[config.mk]
export PLATFORM = sky130hd
export DESIGN_NAME = hazard_unit
export DESIGN_NICKNAME = d
export VERILOG_FILES = /design/src/rtl/hazard_unit.sv
export SDC_FILE = /design/constraint.sdc
export NUM_CORES = 1
export LEC_CHECK = 0
export CAP_MARGIN = 20
export CORE_MARGIN = 4
export CORE_UTILIZATION = 43
export DETAILED_ROUTE_END_ITERATION = 10
export PLACE_DENSITY = 0.82
export REMOVE_ABC_BUFFERS = 1
export SLEW_MARGIN = 15
export SYNTH_ARGS = -nofsm -noshare
export SYNTH_HDL_FRONTEND = slang
export SYNTH_SLANG_ARGS = --single-unit
[constraint.sdc]
create_clock -name i_clk -period 2.5 [get_ports i_clk]
set_input_delay 0.5 -clock i_clk [delete_from_list [all_inputs] [get_ports i_clk]]
set_output_delay 0.5 -clock i_clk [all_outputs]
set_load 0.01 [all_outputs]
[src/rtl/hazard_unit.sv]
// Hazard control for the 5-stage RV32I pipeline: load-use bubbles, LSU wait stalls,
// mispredict redirect flushes, EX operand forwarding selects and a stall-cycle counter.
module hazard_unit #(
   parameter logic [1:0]  WB_SEL_LOAD = 2'b01,
   parameter int unsigned FLUSH_EXTRA = 1,
   parameter int unsigned CNT_W       = 16
) (
   input  logic             i_clk,
   input  logic             i_rst,
   input  logic [4:0]       i_rs1_addr_ID,
   input  logic [4:0]       i_rs2_addr_ID,
   input  logic [4:0]       i_rs1_addr_EX,
   input  logic [4:0]       i_rs2_addr_EX,
   input  logic [4:0]       i_rd_addr_EX,
   input  logic             i_rd_wren_EX,
   input  logic [1:0]       i_wb_sel_EX,
   input  logic [4:0]       i_rd_addr_MEM,
   input  logic             i_rd_wren_MEM,
   input  logic [4:0]       i_rd_addr_WB,
   input  logic             i_rd_wren_WB,
   input  logic             i_mispredict_EX,
   input  logic             i_lsu_req_MEM,
   input  logic             i_lsu_ready,
   output logic             stall_IF,
   output logic             stall_ID,
   output logic             stall_EX,
   output logic             flush_ID,
   output logic             flush_EX,
   output logic [1:0]       o_fwd_a_sel,
   output logic [1:0]       o_fwd_b_sel,
   output logic [1:0]       o_state,
   output logic [CNT_W-1:0] o_stall_cnt
);

   typedef enum logic [1:0] {
      RUN      = 2'b00,
      MEM_WAIT = 2'b01,
      REDIRECT = 2'b10
   } state_t;

   localparam logic [2:0] FLUSH_INIT = 3'(FLUSH_EXTRA);
   // With no extra flush cycles the redirect completes within the mispredict cycle itself.
   localparam state_t AFTER_FLUSH = (FLUSH_EXTRA == 0) ? RUN : REDIRECT;

   state_t           state_reg, state_next;
   logic [2:0]       flush_cnt_reg, flush_cnt_next;
   logic             pending_reg, pending_next;
   logic [CNT_W-1:0] stall_cnt_reg;

   logic mem_wait;
   logic load_use;
   logic stall_if_next, stall_id_next, stall_ex_next;
   logic flush_id_next, flush_ex_next;

   // ------------------------------------------------------------------
   // Operand forwarding: the younger MEM result takes precedence over WB.
   // ------------------------------------------------------------------
   logic [4:0] rs_ex   [2];
   logic [1:0] fwd_sel [2];

   assign rs_ex[0] = i_rs1_addr_EX;
   assign rs_ex[1] = i_rs2_addr_EX;

   generate
      for (genvar gi = 0; gi < 2; gi++) begin : g_fwd
         logic mem_hit;
         logic wb_hit;
         assign mem_hit = i_rd_wren_MEM && (i_rd_addr_MEM != 5'd0) && (i_rd_addr_MEM == rs_ex[gi]);
         assign wb_hit  = i_rd_wren_WB  && (i_rd_addr_WB  != 5'd0) && (i_rd_addr_WB  == rs_ex[gi]);
         assign fwd_sel[gi] = i_rst   ? 2'b00 :
                              mem_hit ? 2'b01 :
                              wb_hit  ? 2'b10 : 2'b00;
      end
   endgenerate

   assign o_fwd_a_sel = fwd_sel[0];
   assign o_fwd_b_sel = fwd_sel[1];

   // ------------------------------------------------------------------
   // Hazard detection
   // ------------------------------------------------------------------
   assign mem_wait = i_lsu_req_MEM && !i_lsu_ready;
   assign load_use = (i_wb_sel_EX == WB_SEL_LOAD) && i_rd_wren_EX && (i_rd_addr_EX != 5'd0) &&
                     ((i_rd_addr_EX == i_rs1_addr_ID) || (i_rd_addr_EX == i_rs2_addr_ID));

   always_comb begin
      state_next     = state_reg;
      flush_cnt_next = flush_cnt_reg;
      pending_next   = pending_reg;
      stall_if_next  = 1'b0;
      stall_id_next  = 1'b0;
      stall_ex_next  = 1'b0;
      flush_id_next  = 1'b0;
      flush_ex_next  = 1'b0;

      case (state_reg)
         RUN: begin
            if (mem_wait) begin
               stall_if_next = 1'b1;
               stall_id_next = 1'b1;
               stall_ex_next = 1'b1;
               pending_next  = pending_reg | i_mispredict_EX;
               state_next    = MEM_WAIT;
            end else if (i_mispredict_EX) begin
               flush_id_next  = 1'b1;
               flush_ex_next  = 1'b1;
               flush_cnt_next = FLUSH_INIT;
               state_next     = AFTER_FLUSH;
            end else if (load_use) begin
               // One bubble: hold IF/ID, inject a bubble into ID/EX.
               stall_if_next = 1'b1;
               stall_id_next = 1'b1;
               flush_ex_next = 1'b1;
            end
         end

         MEM_WAIT: begin
            if (mem_wait) begin
               stall_if_next = 1'b1;
               stall_id_next = 1'b1;
               stall_ex_next = 1'b1;
               pending_next  = pending_reg | i_mispredict_EX;
            end else if (pending_reg || i_mispredict_EX) begin
               flush_id_next  = 1'b1;
               flush_ex_next  = 1'b1;
               pending_next   = 1'b0;
               flush_cnt_next = FLUSH_INIT;
               state_next     = AFTER_FLUSH;
            end else begin
               state_next = RUN;
               // The held ID instruction advances this cycle, so a load-use still needs its bubble.
               if (load_use) begin
                  stall_if_next = 1'b1;
                  stall_id_next = 1'b1;
                  flush_ex_next = 1'b1;
               end
            end
         end

         REDIRECT: begin
            if (mem_wait) begin
               // Stalls win; the flush counter is frozen until the access completes.
               stall_if_next = 1'b1;
               stall_id_next = 1'b1;
               stall_ex_next = 1'b1;
               pending_next  = pending_reg | i_mispredict_EX;
            end else if (pending_reg || i_mispredict_EX) begin
               flush_id_next  = 1'b1;
               flush_ex_next  = 1'b1;
               pending_next   = 1'b0;
               flush_cnt_next = FLUSH_INIT;
            end else begin
               flush_id_next = 1'b1;
               if (flush_cnt_reg <= 3'd1) begin
                  state_next = RUN;
               end else begin
                  flush_cnt_next = flush_cnt_reg - 3'd1;
               end
            end
         end

         default: begin
            state_next = RUN;
         end
      endcase
   end

   // Reset silences every control output immediately, independent of the clock.
   assign stall_IF = stall_if_next & ~i_rst;
   assign stall_ID = stall_id_next & ~i_rst;
   assign stall_EX = stall_ex_next & ~i_rst;
   assign flush_ID = flush_id_next & ~i_rst;
   assign flush_EX = flush_ex_next & ~i_rst;

   always_ff @(posedge i_clk or posedge i_rst) begin
      if (i_rst) begin
         state_reg     <= RUN;
         flush_cnt_reg <= 3'd0;
         pending_reg   <= 1'b0;
         stall_cnt_reg <= '0;
      end else begin
         state_reg     <= state_next;
         flush_cnt_reg <= flush_cnt_next;
         pending_reg   <= pending_next;
         if (stall_IF && (stall_cnt_reg != {CNT_W{1'b1}})) begin
            stall_cnt_reg <= stall_cnt_reg + 1'b1;
         end
      end
   end

   assign o_state     = state_reg;
   assign o_stall_cnt = stall_cnt_reg;

endmodule

-- Word level (Yosys, flattened, before mapping)
Cells that the tools add are included.
- logic and storage cells: 104
- register bits after elaboration: 22
- input port bits: 45
- output and inout port bits: 27
- multiplexer cells: 45
- reduce and logical (&&, ||, !) cells: 25
- order comparisons: 1
- bitwise gates (word level): 6
- add/sub/neg operators: 2
- equality and inequality tests: 21
- operators by type and width (operator ; count):
    $eq 5x5->1 ; 6
    $mux 2 ; 13
    $mux 3 ; 7
    $mux 1 ; 19
    $add 16x1->16 const B ; 1
    $ne 16x16->1 const B ; 1
    $ne 2x2->1 const B ; 8
    $reduce_bool 5->1 ; 3
    $logic_and 1x1->1 ; 11
    $pmux 1 s3 ; 3
    $pmux 3 s3 ; 1
    $reduce_and 7->1 ; 1
    $ne 3x3->1 const B ; 2
    $pmux 2 s3 ; 1
    $reduce_and 5->1 ; 1
    $and 1x1->1 ; 4
    $eq 2x1->1 const B ; 2
    $le 3x1->1 const B ; 1
    $ne 3x1->1 const B ; 1
    $reduce_and 3->1 ; 1
    $reduce_bool 3->1 ; 1
    $reduce_or 3->1 ; 1
    $sub 3x1->3 const B ; 1
    $eq 2x2->1 const B ; 1
    other kinds (8) ; 9

-- Logic depth before layout (Yosys ltp)
- depth after elaboration: 10
- mapped depth: 8
- depth with buffers taken out: 8

-- Least setup slack after synthesis
Ideal clock, no wire load.
- path type: input to output
- start point: in i_rst
- end point: out o_fwd_a_sel[1]
- arrival: 2073 ps
- buffers on the path: 0
- data required time: 2000 ps
- slack: -73 ps
- cell stages on the path: 4
- cell sequence: inv_1 -> o211ai_1 -> or4_1 -> nor4_1
- word-level cells in the longest chain between the ends: 1
- RTL lines (what ; line ; RTL):
    start: declaration ; 9 ; input logic i_rst,
    $mux 2 ; 70 ; assign fwd_sel[gi] = i_rst ? 2'b00 :
    end: declaration ; 29 ; output logic [1:0] o_fwd_a_sel,
Every way passes these cells.

-- Final worst setup path
- start point: in i_rd_addr_MEM[3]
- end point: out o_fwd_b_sel[1]
- word-level cells in the longest chain between the ends: 5
- elaborated cells between the ends (all ways): 6
- those cells by class: eq/ne: 1; mux: 2; reduce/logical: 3
- RTL lines (what ; line ; RTL):
    start: declaration ; 17 ; input logic [4:0] i_rd_addr_MEM,
    $reduce_bool 5->1 ; 68 ; assign mem_hit = i_rd_wren_MEM && (i_rd_addr_MEM != 5'd0) && (i_rd_addr_MEM == rs_ex[gi]);
    $logic_and 1x1->1 ; 68 ;
    $logic_and 1x1->1 (*) ; 68 ;
    $mux 2 (*) ; 71 ; mem_hit ? 2'b01 :
    $mux 2 (*) ; 70 ;
    end: declaration ; 30 ; output logic [1:0] o_fwd_b_sel,
Mark *: on every way between the ends. The rest lies on a longest branch, timed or not.

==> results.toml <==
[critical_path]
start_kind = "input port"
reg2reg_from = "o_state[1]$_DFFE_PP0P_"
max_stage_delay_ns = 0.50
cp_slowest_cell = "or4_4"
cp_num_buf_inv = 3
crit_arrival_ns = 1.94
r2r-end = "o_stall_cnt[1]$_DFFE_PP0P_"
end_kind = "primary output"
cp_max_fo = 2
ff2ff_path_depth = 9
worstSetupPathType = "in -> out"
critPathTopFamily = "simple AND/OR/NAND/NOR gates"
worstPathCellList = "clkdlybuf4s15_1, or4_4, o21ai_4, buf_6, nor3_2, nor4_2, buf_2"
worstPathRequired_ns = 2.00
rrSetupSlack_ns = 0.43

[power]
comb_power_share_pct = 50.6
swShare_pct = 37.23
leakagePower_nw = 1.345
pwr-share-clk_pct = 20.0
p_per_area_mw_per_mm2 = 584.1
power_switching_uw = 632.4
p_int_mw = 1.066
power_frac_seq_pct = 29.4
ir_drop_v = 0.0002859

[final_layout]
fillers = 305
finalInstanceArea_mm2 = 0.002908
syn_to_final_growth_pct = 64.82
largest_reg_flops = 16
final_cells = 348
fin_nets = 351
drive_gt1_share_pct = 22.48
diodes = 0

[floorplan]
die_area_mm2 = 0.005191
start_util_pct = 44.42
core.rowCount = 23
die_x_um = 72.05
die_y_um = 72.05
pin_count = 72
core-area_mm2 = 0.003971

[drt]
drc = 0
dr.pass1.iters = 4
vias_per_cell = 5.293
ant_nets = 0
drt_iter0_drc = 196
drt_wl_total_mm = 5.219
vias = 1842
wire_per_inst_um = 15.00

[place]
dpl_cell_area_mm2 = 0.002740
dp_hpwl_mm = 3.837
portBuffers = 71
dp_cells = 341
place.gp.congestion = 0.8289

[status]
status = "completed"

[sta]
drv_slew = 0
clock_skew_ns = 0.01365
slew_headroom_pct = 76.55
fmax_mhz = 409.7
fin_crit_sh_pct = 97.62
hold_viol = 0
final-setup-viol-count = 0
tightest_slew_ns = 0.3512
fin_crit_ns = 2.441

[global_route]
antenna_found_initial = 0
gr-total-overflow = 0
grt_pass1_vias = 1888
grt_max_degree = 16
globalRouteTotalUtil_pct = 20.10
grt_pass1_wl_mm = 8.362

[clocking]
ctsHtreeMaxLevel = 1
clk_pin_slew_ns = 0.09
clock_latency_ns = 0.27
cts_num_sinks = 22
cts_buffer_depth = 2
cts_inserted_buffers = 3
cts-root-buf = "clkbuf_8"
hold_buffers = 0
cts_tree = "done"

[synthesis]
synth-seq-area-share_pct = 31.21
synthesis.area_mm2 = 0.001764
synth_seq_cells = 22
ys_warn_count = 0
synth_area_per_cell_um2 = 9.094
yosysUniqueCellTypes = 43
syn_inst = 194

[job]
drv_cap = 0

[worst_hold_path]
worstHoldPathType = "in -> async"
==> stage by stage <==
stage / setup TNS, ns / setup WS [ns] / hold WS [ns] / power, mW / utilization, %
after floorplan: -0.1461 / -0.07304 / 0.4504 / 0.9459 / -
after global placement: -3.899 / -0.6919 / 0.4678 / 1.325 / 69.00
after detailed placement: -4.190 / -0.7411 / 0.4823 / 1.353 / 69.00
after CTS: 0 / 0.005064 / 0.4213 / 1.683 / 71.83
after global routing: -0.01881 / -0.01881 / 0.4239 / 1.824 / 73.22
final: 0 / 0.05947 / 0.4186 / 1.699 / 73.22
==> kinds of logic after synthesis <==
kind of cell | after synthesis | synth area share [%]
muxes | 2 | 1.206
xor gates and xnor gates | 45 | 22.34
AOI/OAI and AO/OA | 30 | 12.70
buffers and inverters | 15 | 3.830
adders and majority gates | 7 | 4.964
and+or+nand+nor | 73 | 23.76
DFF | 22 | 31.21
==> worst min-delay path, delay by kind of cell <==
kind / cells / cell delay [ns]
buf+inv: 3 / 0.53
==> worst max-delay path by stage <==
stage	startpoint	end	depth (start not counted)
6_report	i_rd_addr_MEM[3]	o_fwd_b_sel[1]	7
5_1_grt	i_rd_addr_MEM[3]	o_fwd_b_sel[1]	7
4_1_cts	i_rd_addr_WB[3]	o_fwd_b_sel[1]	6
3_5_place_dp	i_rd_addr_MEM[1]	o_fwd_a_sel[1]	6
3_3_place_gp	i_rd_addr_MEM[1]	o_fwd_a_sel[1]	6
2_1_floorplan	i_rst	o_fwd_a_sel[1]	4
==> final cells by class <==
type	count	area [µm²]	area share (%)
flip-flops and latches	22	550.5	18.93
multi-input cells	157	1201	41.31
inverters	10	37.54	1.291
clock buffers	3	41.29	1.420
clock inverters	1	30.03	1.033
repair buffers	105	984.7	33.86
well taps	50	62.56	2.151
==> cell usage in the layout, fill, tap and decap left out, drive strengths merged, types with 2 or more instances in the layout <==
cell type      synthesis  layout
or4                    5       5
a211oi                 2       2
dlymetal6s2s           0       9
nand3                  9       9
dfrtp                 22      22
clkbuf                 3       5
nor3                   8       8
o31ai                  3       3
clkdlybuf4s15          0       4
a22oi                  2       2
and3                   3       3
a21oi                  6       6
clkdlybuf4s50          0      32
ha                     7       7
inv                   10      10
nor4                   4       4
nand4                  9       9
and2                   5       5
xor2                  20      20
buf                    2      38
xnor2                 25      25
nor2                  12      12
and4                   3       3
nand2                 11      11
o21ai                 10      10
dlygate4sd2            0      19
==> power groups by stage <==
stage,sequential [mW],combinational [mW],clock [mW]
CTS,0.498,0.847,0.338
global placement,0.501,0.824,0
finish,0.500,0.860,0.339
floorplan,0.510,0.436,0
global route,0.513,0.952,0.358
detailed placement,0.505,0.849,0
==> cell usage after synthesis, drive strengths merged <==
| cell | n | area share [%] |
|---|---|---|
| and4 | 3 | 1.5 |
| o21ai | 10 | 3.0 |
| nand2b | 1 | 0.35 |
| o31ai | 3 | 2.1 |
| ha | 7 | 5.0 |
| a211oi | 2 | 1.1 |
| a211o | 1 | 0.50 |
| a21o | 1 | 0.43 |
| xnor2 | 25 | 12 |
| buf | 2 | 1.1 |
| a31oi | 1 | 0.35 |
| nor2b | 1 | 0.35 |
| a21oi | 6 | 1.7 |
| nand4 | 9 | 3.2 |
| nand2 | 11 | 2.5 |
| or4 | 5 | 2.1 |
| a21boi | 1 | 1.1 |
| nor2 | 12 | 2.6 |
| clkbuf | 3 | 0.64 |
| o22ai | 1 | 0.35 |
| a22oi | 2 | 1.1 |
| and2 | 5 | 1.8 |
| nor3 | 8 | 3.5 |
| nand3b | 1 | 0.43 |
| mux2 | 1 | 0.64 |
| o211ai | 1 | 0.43 |
| xor2 | 20 | 9.9 |
| nand3 | 9 | 2.6 |
| inv | 10 | 2.1 |
| dfrtp | 22 | 31 |
| mux2i | 1 | 0.57 |
| nand4b | 1 | 0.50 |
| o41ai | 1 | 0.50 |
| and3 | 3 | 1.1 |
| nor4 | 4 | 1.4 |
==> routing by layer <==
metal	routed length, µm	vias up	part of all wire [%]	track usage [%]
li1	-	897	-	-
met4	55	0	1.1	4.802
met5	0	-	0	0
met1	2018	868	39	22.92
met3	307	6	5.9	4.155
met2	2837	71	54	38.06
==> what timing repair did <==
item,in CTS,in global routing
setup endpoints to repair,9,8
gates resized for setup,67,22
setup buffers,2,2
cloned,1,0
endpoints found under the hold margin,0,0
pin swaps,12,12
Power figures use the tool's default switching activity.
